## src/rtl/lsu_mem_port.sv

```systemverilog
// ----------------------------------------------------------------------------
// lsu_mem_port
//
// Load/store port between the MEM stage and data memory. One load or store is
// accepted per instruction, presented to memory over a valid/ready request,
// and completed by a response (load data or store ack), a response timeout,
// or (optionally) a misalignment trap. The pipeline is stalled until the
// access completes; completion is signalled by a one-cycle done pulse.
//
// Optional feature macro: MISALIGN_TRAP_EN
//   defined   : misaligned half/word accesses skip memory and complete with
//               misalign=1 (no store write, ld_data unchanged).
//   undefined : misalign is tied 0; halves ignore addr[0], words ignore
//               addr[1:0] (access aligned down).
//
// Parameters
//   RSP_TIMEOUT   cycles waited in RSP before declaring a bus error (1..65535)
//
// Ports
//   clk, rst          clock, synchronous active-high reset
//   req_valid         MEM stage holds a load/store (stable while stall=1)
//   req_we            1 = store, 0 = load
//   req_func3         RV32I funct3: [1:0] size, [2] passed through
//   req_addr          byte address
//   req_wdata         store value (rs2)
//   stall             freeze pipeline
//   done              one-cycle completion pulse
//   ld_data           loaded lane right-justified to bit 0
//   ld_func3          latched funct3 for the extension filter
//   bus_err           response timeout, valid with done
//   misalign          misaligned-access trap, valid with done
//   mem_req_valid     request valid        / mem_req_ready  request accepted
//   mem_we, mem_addr, mem_wstrb, mem_wdata request fields (word-aligned addr)
//   mem_rsp_valid     response valid       / mem_rsp_data   response word
// ----------------------------------------------------------------------------
module lsu_mem_port #(
    parameter int unsigned RSP_TIMEOUT = 255
) (
    input  logic        clk,
    input  logic        rst,
    input  logic        req_valid,
    input  logic        req_we,
    input  logic [2:0]  req_func3,
    input  logic [31:0] req_addr,
    input  logic [31:0] req_wdata,
    output logic        stall,
    output logic        done,
    output logic [31:0] ld_data,
    output logic [2:0]  ld_func3,
    output logic        bus_err,
    output logic        misalign,
    output logic        mem_req_valid,
    input  logic        mem_req_ready,
    output logic        mem_we,
    output logic [31:0] mem_addr,
    output logic [3:0]  mem_wstrb,
    output logic [31:0] mem_wdata,
    input  logic        mem_rsp_valid,
    input  logic [31:0] mem_rsp_data
);

    localparam logic [15:0] TMO_LIMIT = 16'(RSP_TIMEOUT);

    typedef enum logic [1:0] {
        ST_IDLE = 2'd0,
        ST_REQ  = 2'd1,
        ST_RSP  = 2'd2,
        ST_DONE = 2'd3
    } state_t;

    state_t      state_r;
    state_t      state_nxt_s;

    logic [2:0]  func3_r;
    logic [1:0]  lo_r;
    logic [15:0] tmo_cnt_r;
    logic        tmo_hit_s;
    logic        trap_s;

    logic        stall_s;
    logic        done_s;
    logic        mem_req_valid_s;

    logic [31:0] ld_data_r;
    logic [2:0]  ld_func3_r;
    logic        bus_err_r;
    logic        misalign_r;
    logic        mem_we_r;
    logic [31:0] mem_addr_r;
    logic [3:0]  mem_wstrb_r;
    logic [31:0] mem_wdata_r;

    // Byte strobes for a store of the given size at the given lane offset.
    function automatic logic [3:0] build_wstrb(input logic [1:0] size, input logic [1:0] lo);
        logic [3:0] s;
        case (size)
            2'b00:   s = 4'b0001 << lo;
            2'b01:   s = lo[1] ? 4'b1100 : 4'b0011;
            default: s = 4'b1111;
        endcase
        return s;
    endfunction

    // Store data replicated across all lanes so any strobe picks the right bytes.
    function automatic logic [31:0] build_wdata(input logic [1:0] size, input logic [31:0] wd);
        logic [31:0] d;
        case (size)
            2'b00:   d = {4{wd[7:0]}};
            2'b01:   d = {2{wd[15:0]}};
            default: d = wd;
        endcase
        return d;
    endfunction

    // Shift the addressed lane of the response word down to bit 0.
    function automatic logic [31:0] align_load(input logic [1:0] size, input logic [1:0] lo,
                                               input logic [31:0] data);
        logic [31:0] d;
        case (size)
            2'b00:   d = data >> {lo, 3'b000};
            2'b01:   d = data >> {lo[1], 4'b0000};
            default: d = data;
        endcase
        return d;
    endfunction

`ifdef MISALIGN_TRAP_EN
    // Half needs addr[0]=0, word needs addr[1:0]=0; bytes are always aligned.
    function automatic logic is_misaligned(input logic [1:0] size, input logic [1:0] lo);
        logic m;
        case (size)
            2'b00:   m = 1'b0;
            2'b01:   m = lo[0];
            default: m = (lo != 2'b00);
        endcase
        return m;
    endfunction

    assign trap_s = is_misaligned(req_func3[1:0], req_addr[1:0]);
`else
    assign trap_s = 1'b0;
`endif

    assign tmo_hit_s = (tmo_cnt_r == TMO_LIMIT);

    // State register.
    always_ff @(posedge clk) begin
        if (rst) begin
            state_r <= ST_IDLE;
        end else begin
            state_r <= state_nxt_s;
        end
    end

    // Next-state logic; a response wins over a timeout in the same cycle.
    always_comb begin
        state_nxt_s = state_r;
        case (state_r)
            ST_IDLE: begin
                if (req_valid) begin
                    state_nxt_s = trap_s ? ST_DONE : ST_REQ;
                end else begin
                    state_nxt_s = ST_IDLE;
                end
            end
            ST_REQ: begin
                state_nxt_s = mem_req_ready ? ST_RSP : ST_REQ;
            end
            ST_RSP: begin
                if (mem_rsp_valid || tmo_hit_s) begin
                    state_nxt_s = ST_DONE;
                end else begin
                    state_nxt_s = ST_RSP;
                end
            end
            ST_DONE: begin
                state_nxt_s = ST_IDLE;
            end
            default: begin
                state_nxt_s = ST_IDLE;
            end
        endcase
    end

    // State-decoded control outputs; in IDLE the stall follows req_valid so
    // the accepting cycle is already frozen.
    always_comb begin
        stall_s         = 1'b0;
        done_s          = 1'b0;
        mem_req_valid_s = 1'b0;
        case (state_r)
            ST_IDLE: begin
                stall_s = req_valid;
            end
            ST_REQ: begin
                stall_s         = 1'b1;
                mem_req_valid_s = 1'b1;
            end
            ST_RSP: begin
                stall_s = 1'b1;
            end
            ST_DONE: begin
                done_s = 1'b1;
            end
            default: begin
                stall_s = 1'b0;
            end
        endcase
    end

    // Datapath: request latching, response capture, timeout counter and the
    // one-cycle completion flags (set on entry to DONE, cleared otherwise).
    always_ff @(posedge clk) begin
        if (rst) begin
            func3_r     <= 3'd0;
            lo_r        <= 2'd0;
            tmo_cnt_r   <= 16'd0;
            ld_data_r   <= 32'd0;
            ld_func3_r  <= 3'd0;
            bus_err_r   <= 1'b0;
            misalign_r  <= 1'b0;
            mem_we_r    <= 1'b0;
            mem_addr_r  <= 32'd0;
            mem_wstrb_r <= 4'd0;
            mem_wdata_r <= 32'd0;
        end else begin
            bus_err_r  <= 1'b0;
            misalign_r <= 1'b0;

            // Counter is zero on the first RSP cycle and counts RSP cycles.
            if (state_r == ST_RSP) begin
                tmo_cnt_r <= tmo_cnt_r + 16'd1;
            end else begin
                tmo_cnt_r <= 16'd0;
            end

            case (state_r)
                ST_IDLE: begin
                    if (req_valid) begin
                        func3_r <= req_func3;
                        lo_r    <= req_addr[1:0];
                        if (trap_s) begin
                            // Memory fields left untouched: nothing is issued.
                            misalign_r <= 1'b1;
                            ld_func3_r <= req_func3;
                        end else begin
                            mem_we_r    <= req_we;
                            mem_addr_r  <= {req_addr[31:2], 2'b00};
                            mem_wstrb_r <= req_we ? build_wstrb(req_func3[1:0], req_addr[1:0]) : 4'b0000;
                            mem_wdata_r <= req_we ? build_wdata(req_func3[1:0], req_wdata) : 32'd0;
                        end
                    end
                end
                ST_RSP: begin
                    if (mem_rsp_valid) begin
                        ld_data_r  <= align_load(func3_r[1:0], lo_r, mem_rsp_data);
                        ld_func3_r <= func3_r;
                    end else if (tmo_hit_s) begin
                        ld_data_r  <= 32'd0;
                        ld_func3_r <= func3_r;
                        bus_err_r  <= 1'b1;
                    end
                end
                default: begin
                    lo_r <= lo_r;
                end
            endcase
        end
    end

    assign stall         = stall_s;
    assign done          = done_s;
    assign mem_req_valid = mem_req_valid_s;
    assign ld_data       = ld_data_r;
    assign ld_func3      = ld_func3_r;
    assign bus_err       = bus_err_r;
    assign misalign      = misalign_r;
    assign mem_we        = mem_we_r;
    assign mem_addr      = mem_addr_r;
    assign mem_wstrb     = mem_wstrb_r;
    assign mem_wdata     = mem_wdata_r;

endmodule

```

## config.mk

```make
export PLATFORM = sky130hd
export DESIGN_NAME = lsu_mem_port
export DESIGN_NICKNAME = d
export VERILOG_FILES = /design/src/rtl/lsu_mem_port.sv
export SDC_FILE = /design/constraint.sdc
export NUM_CORES = 1
export LEC_CHECK = 0
export CORE_ASPECT_RATIO = 1.5
export CORE_MARGIN = 1.5
export CORE_UTILIZATION = 47
export CTS_CLUSTER_SIZE = 30
export DETAILED_ROUTE_END_ITERATION = 10
export HOLD_SLACK_MARGIN = 0.12
export PLACE_DENSITY = 0.86
export SKIP_LAST_GASP = 1
export SLEW_MARGIN = 5
export SYNTH_ARGS = -nofsm -noshare
export SYNTH_HDL_FRONTEND = slang
export SYNTH_SLANG_ARGS = --single-unit
```

## constraint.sdc

```tcl
create_clock -name clk -period 3.8 [get_ports clk]
set_input_delay 0.76 -clock clk [delete_from_list [all_inputs] [get_ports clk]]
set_output_delay 0.76 -clock clk [all_outputs]
set_load 0.02 [all_outputs]
```

* Word level (Yosys, flattened, before mapping)
Cells that the tools add are included.
** Storage, ports and cells
- Register bits :: 126
- Output and inout port bits :: 109
- Word-level logic and storage cells :: 50
** Cells by class
- Add/subtract/negate cells :: 1
- Equality and inequality tests :: 6
- Shift-type cells :: 3
- Multiplexer cells :: 18
- Bitwise logic cells :: 1
- Reductions and logical operators :: 10
** Operators with widths (count)
- case mux 32 bit (2 select lines) :: 2
- 2-to-1 mux 32 bit :: 3
- right shift 32 x 5 -> 32 bit :: 2
- adder 16 x 1 -> 16 bit (second input constant) :: 1
- == test 16 x 8 -> 1 bit (second input constant) :: 1
- 2-to-1 mux 4 bit :: 2
- case mux 2 bit (4 select lines) :: 1
- case mux 4 bit (2 select lines) :: 1
- == test 2 x 1 -> 1 bit (second input constant) :: 3
- logical NOT 2 bit :: 3
- 2-to-1 mux 3 bit :: 2
- 2-to-1 mux 1 bit :: 5
- == test 2 bit (second input constant) :: 2
- AND reduction 2 bit :: 2
- OR reduction 2 bit :: 2
- << shifter 1 x 2 -> 4 bit (first input constant) :: 1
- OR reduction 3 bit :: 1
- 2-to-1 mux 2 bit :: 1
- case mux 1 bit (2 select lines) :: 1
- nonzero test 2 bit :: 1
- logical OR 1 bit :: 1
- NOT 1 bit :: 1

* Depth between registers and ports, before layout
Gate-level depths: netlist (run 1).
- Depth after elaboration :: 4
- Mapped depth :: 9
- Depth with buffers taken out :: 7

* Worst setup path after synthesis (run 1)
Ideal clock, no wire load.
- Path type :: input -> output
- From :: input req_valid
- To :: output stall
- Arrival time :: 1.758 ns
- Path slack :: 1.282 ns
- Cell stages on the path :: 5
- Path through :: and2_1 > clkbuf_1 > buf_1 > nor2_1 > nor2_1
** On the way
- Cells in the longest elaborated chain, start to end :: 1
** RTL lines
- start, declared :: RTL line 41 : input logic req_valid,
- case mux 1 bit (2 select lines) :: RTL line 191 : case (state_r)
- end, declared :: RTL line 46 : output logic stall,
No other way between the ends.

* Worst setup path after layout (run 1)
Ends and elaborated chain as after synthesis.

==> results of run 1 <==
state kept, by name, summed over array words and instances (netlist names), 2 cells and up, named ones only:
register   flops
mem_addr      30
ld_data       32
ld_func3       3
tmo_cnt_r     16
lo_r           2
func3_r        3
mem_wdata     32
mem_wstrb      4
layout by cell type, fill, tap and decap left out, drive strengths merged, types with 7 or more instances in the layout:
cell           count
buf                7
xor2               7
a222oi             7
mux2               7
o21ai             43
o31ai              8
nor2              66
nand2            123
a22o               8
dfxtp            126
a21oi             88
inv                8
clkbuf            21
nor3              10
mux2i             19
clkdlybuf4s50    209
a22oi             23
cells in the mapped netlist, drive strengths merged, types with 2 or more instances:
| cell type | instances | area, sq um |
|---|---|---|
| nand4 | 5 | 31.3 |
| o221ai | 2 | 17.5 |
| o31ai | 8 | 65.1 |
| buf | 15 | 87.6 |
| clkbuf | 28 | 105 |
| nand2 | 123 | 462 |
| or4 | 2 | 18.8 |
| or2 | 2 | 12.5 |
| a22oi | 23 | 173 |
| a21oi | 88 | 440 |
| and3 | 4 | 25.0 |
| a222oi | 7 | 70.1 |
| mux2 | 7 | 78.8 |
| xnor2 | 5 | 43.8 |
| ha | 6 | 75.1 |
| nand2b | 5 | 31.3 |
| nor2 | 66 | 248 |
| inv | 8 | 30.0 |
| mux2i | 19 | 190 |
| a22o | 8 | 70.1 |
| nor3 | 10 | 50.1 |
| dfxtp | 126 | 2520 |
| o21ai | 43 | 219 |
| or3 | 2 | 12.5 |
| xor2 | 7 | 61.3 |
| nand3 | 4 | 20.0 |
cell families after synthesis:
logic type | count (synthesis) | synth area share
adders and majority gates | 6 | 0.0143
muxes | 26 | 0.0512
other | 1 | 0.000714
xor gates and xnor gates | 12 | 0.0200
AOI/OAI and AO/OA | 184 | 0.209
buffers and inverters | 51 | 0.0424
and+or+nand+nor | 227 | 0.181
DFF | 126 | 0.480
cell type report:
cell class                      count  share of cell area
Tap cell                          147              0.0231
Clock buffer                       21              0.0578
Sequential cell                   126               0.316
Timing Repair Buffer              216               0.269
Clock inverter                     11              0.0146
Inverter                            8             0.00377
Multi-Input combinational cell    458               0.316
power groups by stage:
stage                     clock, mW  combinational, mW  sequential (mW)
after CTS                      1.59              0.532             1.41
after global placement            0              0.517             1.43
after floorplan                   0              0.209             1.48
after global routing           1.64              0.571             1.41
final                          1.57              0.535             1.41
after detailed placement          0              0.528             1.44
metrics by stage:
step | hold slack [ns] | std cells | total power, mW | cell area, sq um
floorplan | 0.430 | 635 | 1.69 | 5260
CTS | 0.453 | 987 | 3.53 | 7970
finish | 0.451 | 987 | 3.52 | 7970
global route | 0.471 | 987 | 3.63 | 7970
global placement | 0.435 | 955 | 1.95 | 7390
detailed placement | 0.439 | 955 | 1.96 | 7390
final timing paths:
| check | end | slack, ns | cells past startpoint |
|---|---|---|---|
| setup / recovery | stall | 0.83 | 5 |
| hold / removal | ld_data[8] | 0.45 | 2 |
| setup reg to reg | ld_data[1] | 1.15 | 5 |
| hold reg to reg | ld_data[8] | 0.45 | 2 |
layer usage:
layer,global-route usage,vias to the layer above,wire length [um]
met5,0,-,0
met1,0.309,2535,6030
met3,0.0649,68,1170
li1,-,2585,-
met4,0.158,0,816
met2,0.496,284,8820
worst max-delay path, delay by kind of cell:
family	cells	cell delay [ns]
buf+inv	2	1.16
simple gates	3	0.29
==> impl_metrics.sql, run 1 <==
INSERT INTO impl_metrics (metric_group, metric, value, unit) VALUES
('global_routing', 'wire_length_of_the_first_global_routing_pass', '26200', 'um'),
('yosys', 'synth_async_sr_flop_share', '0', ''),
('power', 'power.leakage', '2.96', 'nW'),
('yosys', 'synth-edff-count', '0', ''),
('clock_network', 'cts.clk_slew.worst_paths', '0.06', 'ns'),
('yosys', 'synth_cell_types', '43', ''),
('floorplan', 'chipHeight', '132', 'um'),
('finish', 'seqCellArea', '2520', 'sq um'),
('place', 'portBuffers', '210', ''),
('setup_path', 'worstPathRequired', '3.04', 'ns'),
('place', 'placer_congestion', '0.924', ''),
('clock_network', 'cts_post_setup_buffers_inserted', '0', ''),
('yosys', 'synth_cells', '633', ''),
('timing', 'report.final.setup_viol', '0', ''),
('finish', 'area_growth_syn_to_layout', '51.8', '%'),
('detailed_routing', 'post_drt_via_cell_ratio', '5.54', ''),
('worst_hold_path', 'worst_hold_path_type', 'reg2reg', ''),
('clock_network', 'cts_hold_buf', '0', ''),
('global_routing', 'grt_max_degree', '73', ''),
('global_routing', 'grt-ovfl-total', '0', ''),
('detailed_routing', 'residual_antenna_violating_net_count_after_detailed_routing', '0', ''),
('setup_path', 'crit_path_cell_trace', 'clkdlybuf4s50_1 > and2_1 > nor2_1 > nor2_1 > clkdlybuf4s50_1', ''),
('detailed_routing', 'dr.first_iter.drc_count', '280', ''),
('power', 'irDropWorstVdd', '327', 'uV'),
('detailed_routing', 'drt_first_pass_iters', '6', ''),
('floorplan', 'core_region_area', '10900', 'sq um'),
('status', 'result_of_the_run', 'completed', ''),
('yosys', 'most_frequently_used_flop_master_after_synthesis', 'dfxtp_1', ''),
('place', 'detailedPlace.worstSlack', '0.815', 'ns'),
('finish', 'fillers', '837', ''),
('power', 'switching_share', '0.255', ''),
('floorplan', 'num_io_pins', '214', ''),
('timing', 'post-route-min-period', '2.97', 'ns'),
('global_routing', 'grt_usage', '0.285', ''),
('setup_path', 'max_incr_delay_on_cp', '0.63', 'ns'),
('timing', 'setup_tns', '0', 'ns'),
('setup_path', 'worst_setup_path_startpoint', 'req_valid', ''),
('finish', 'final_net_count', '938', ''),
('yosys', 'netlist_area', '5250', 'sq um'),
('power', 'cellPowerDensity', '441', 'nW/um^2'),
('yosys', 'synth_seq_area_share', '0.480', ''),
('worst_hold_path', 'worstHoldStart', 'ld_data[8]', ''),
('timing', 'grt_setup_unrepaired', 'false', ''),
('clock_network', 'cts_repair_resize_count', '0', ''),
('detailed_routing', 'via_count', '5472', ''),
('timing', 'setup_ws', '0.828', 'ns'),
('timing', 'tightest_slew', '0.885', 'ns'),
('finish', 'multi_input_area', '2510', 'sq um'),
('yosys', 'synthesis.area_per_instance', '8.29', 'sq um'),
('clock_network', 'cts.root.buffer_cell', 'clkbuf_16', ''),
('place', 'place.detailed.hpwl', '12000', 'um'),
('yosys', 'postSynthRegisterBits', '126', ''),
('setup_path', 'critPathKind', 'in2out', ''),
('yosys', 'synthesis.yosys.warnings', '0', ''),
('clock_network', 'ctsLongestPathBuffers', '2', ''),
('clock_network', 'cts_buffer_count', '17', ''),
('timing', 'clock-skew-final', '0.0119', 'ns'),
('finish', 'final_layout_size_suffix_gt1_frac', '0.0607', ''),
('run', 'drv.max_cap_violation_count', '0', ''),
('setup_path', 'arrival', '2.21', 'ns'),
('setup_path', 'r2r_start', 'func3_r[1]', ''),
('power', 'switchingPower', '895', 'uW'),
('floorplan', 'die_w', '89.3', 'um'),
('clock_network', 'insertion_delay', '0.41', 'ns'),
('setup_path', 'setup.worst_path.start_class', 'primary input', ''),
('power', 'comb_power_share', '0.152', ''),
('power', 'seqPwrFrac', '0.401', ''),
('detailed_routing', 'detail_route.wirelength', '16800', 'um'),
('timing', 'report.final.slew_viol_count', '0', ''),
('power', 'p_int', '2.62', 'mW'),
('global_routing', 'via_count_of_the_first_global_routing_pass', '5402', '');
(Power assumes the default switching activity.)
==> inputs of run 2 (changes only) <==
CORE_UTILIZATION = 39   (was 47)
PLACE_DENSITY = 0.77   (was 0.86)
clock period = 2.42 ns   (was 3.8 ns; I/O delays follow)
==> run 2 against run 1 <==
  * Total power up 65%
  * Clock skew is 0.0031 ns lower
  * Flip-flop and latch count unchanged
  * Largest power group unchanged
  * Sequential power up 56%
  * Wire length fell by 2.1%
  * Worst hold slack about the same
  * Final cell count is 3.3% higher
  * Setup slack lost 0.64 ns
  * Sequential share of layout area decreased by 0.97 points
==> impl_metrics.sql, run 2 (same netlist as run 1, synthesis figures left out) <==
INSERT INTO impl_metrics (metric_group, metric, value, unit) VALUES
('status', 'result_of_the_run', 'completed', ''),
('detailed_routing', 'post_drt_via_cell_ratio', '5.26', ''),
('place', 'placed_cell_area', '7580', 'sq um'),
('clock_network', 'cts_buffer_count', '17', ''),
('floorplan', 'placementRows', '51', ''),
('floorplan', 'chipHeight', '145', 'um'),
('floorplan', 'core_region_area', '13100', 'sq um'),
('setup_path', 'critPathKind', 'reg2out', ''),
('timing', 'post-route-min-period', '2.24', 'ns'),
('timing', 'slew_headroom', '0.521', ''),
('finish', 'final_area', '8220', 'sq um'),
('place', 'portBuffers', '210', ''),
('setup_path', 'worstPathRequired', '1.94', 'ns'),
('global_routing', 'grt_usage', '0.231', ''),
('detailed_routing', 'via_count', '5370', ''),
('detailed_routing', 'detail_route.wirelength.met1', '6330', 'um'),
('clock_network', 'cts.clk_slew.worst_paths', '0.06', 'ns'),
('setup_path', 'critPathSlowestCell', 'dfxtp_1', ''),
('setup_path', 'crit_top_cell', 'nor2_1', ''),
('power', 'cellPowerDensity', '705', 'nW/um^2'),
('place', 'detailedPlace.worstSlack', '-0.0330', 'ns'),
('setup_path', 'max_incr_delay_on_cp', '0.39', 'ns'),
('setup_path', 'setup.worst_path.start_class', 'flop', ''),
('floorplan', 'starting_density_of_the_core', '0.401', ''),
('detailed_routing', 'detailroute.wirelength.met3', '1090', 'um'),
('clock_network', 'htree_levels', '4', ''),
('finish', 'commonest_non_fill_non_tap_cells_in_the_layout', 'clkdlybuf4s50_1 (208), dfxtp_1 (126), nand2_1 (122)', ''),
('detailed_routing', 'highest-signal-layer', 'met4', ''),
('clock_network', 'cts.root.buffer_cell', 'clkbuf_16', ''),
('clock_network', 'clkSinkCount', '126', ''),
('clock_network', 'insertion_delay', '0.42', 'ns'),
('clock_network', 'ctsLongestPathBuffers', '2', ''),
('setup_path', 'timing.critical_path.fanout_max', '4', ''),
('finish', 'final_layout_size_suffix_gt1_frac', '0.0859', ''),
('timing', 'tightest_slew', '0.718', 'ns'),
('finish', 'layout.cells.most_common', 'clkdlybuf4s50_1', ''),
('floorplan', 'num_io_pins', '214', ''),
('finish', 'area_growth_syn_to_layout', '56.6', '%'),
('setup_path', 'arrival', '1.75', 'ns'),
('timing', 'clock.fmax', '447', 'MHz'),
('setup_path', 'crit_path_cell_trace', 'inv_1 > ha_1 > and2_1 > nor2_1 > nor2_1 > dlygate4sd2_1', ''),
('place', 'number_of_cells_in_the_design_after_placement', '988', ''),
('finish', 'num_antenna_cells', '0', ''),
('clock_network', 'cts_post_setup_buffers_inserted', '0', ''),
('finish', 'final_core_util', '0.629', ''),
('timing', 'clock-skew-final', '0.00880', 'ns'),
('finish', 'fillers', '1106', ''),
('place', 'placer_congestion', '0.816', ''),
('global_routing', 'grt-ovfl-total', '0', ''),
('detailed_routing', 'drt_first_pass_iters', '5', ''),
('global_routing', 'via_count_of_the_first_global_routing_pass', '5249', ''),
('floorplan', 'die_area', '14200', 'sq um'),
('global_routing', 'grt_max_degree', '54', ''),
('detailed_routing', 'drc', '0', ''),
('timing', 'timing.final.crit_share', '0.924', ''),
('global_routing', 'wire_length_of_the_first_global_routing_pass', '26400', 'um'),
('floorplan', 'die_w', '97.7', 'um'),
('timing', 'grt_setup_unrepaired', 'false', ''),
('setup_path', 'sort_of_element_at_the_end_of_the_critical_path', 'primary output', ''),
('detailed_routing', 'detail_route.wirelength', '16500', 'um'),
('timing', 'report.final.setup_viol', '0', ''),
('place', 'place.detailed.hpwl', '11800', 'um'),
('detailed_routing', 'residual_antenna_violating_net_count_after_detailed_routing', '0', ''),
('run', 'drv.max_cap_violation_count', '0', ''),
('detailed_routing', 'wl_per_cell', '16.2', 'um'),
('power', 'power.leakage', '3.09', 'nW'),
('power', 'irDropWorstVdd', '522', 'uV'),
('worst_hold_path', 'worst_hold_path_type', 'reg2reg', ''),
('global_routing', 'antenna_found_initial', '0', ''),
('timing', 'timing.final.hold_violations', '0', ''),
('detailed_routing', 'dr.first_iter.drc_count', '375', ''),
('timing', 'setup_ws', '0.185', 'ns'),
('detailed_routing', 'wl_met2', '8440', 'um'),
('timing', 'report.final.slew_viol_count', '0', ''),
('finish', 'final_net_count', '959', ''),
('power', 'p_total', '5.80', 'mW'),
('finish', 'layoutNonFillerInstCount', '1020', ''),
('clock_network', 'tritoncts', 'yes', '');
## run 2: area by class of cell
cell class,count,area (sq um),area share
Clock inverter,15,210,0.0256
Multi-Input combinational cell,458,2520,0.307
Clock buffer,17,425,0.0517
Sequential cell,126,2520,0.307
Timing Repair Buffer,237,2310,0.281
Tap cell,159,199,0.0242
Inverter,8,30.0,0.00365
## run 2: through the flow
step	hold WS, ns	setup TNS, ns
final	0.451	0
after global routing	0.468	0
after CTS	0.452	0
after detailed placement	0.444	-0.0922
after global placement	0.438	0
after floorplan	0.430	0
## run 2: worst paths after layout
| check | startpoint | endpoint | slack, ns | cells past startpoint |
|---|---|---|---|---|
| min | mem_wstrb[0] | mem_wstrb[0] | 0.45 | 2 |
| min reg2reg | mem_wstrb[0] | mem_wstrb[0] | 0.45 | 2 |
| max | state_r[0] | stall | 0.18 | 6 |
| max reg2reg | tmo_cnt_r[9] | ld_data[31] | 0.35 | 6 |
## run 2: critical path: cells and delay by family, from the launching register on
family        cells  cell delay (ns)
simple gates      3             0.28
flops             1             0.39
fa+ha+maj         1             0.25
buf+inv           2             0.42
## run 2: power by group
part	switching (mW)	internal [mW]
Combinational	0.454	0.422
Sequential	0.0420	2.16
Clock	0.987	1.74
Total	1.48	4.31
## run 2: metal layers
metal  track usage  vias to the layer above
met1         0.252                     2479
li1              -                     2621
met4         0.108                        0
met5             0                        -
met2         0.411                      227
met3        0.0641                       43
## run 2: timing repair
action / CTS / global route
hold buffers: 0 / 0
setup endpoints to repair: 1 / 2
gates resized for setup: 1 / 1
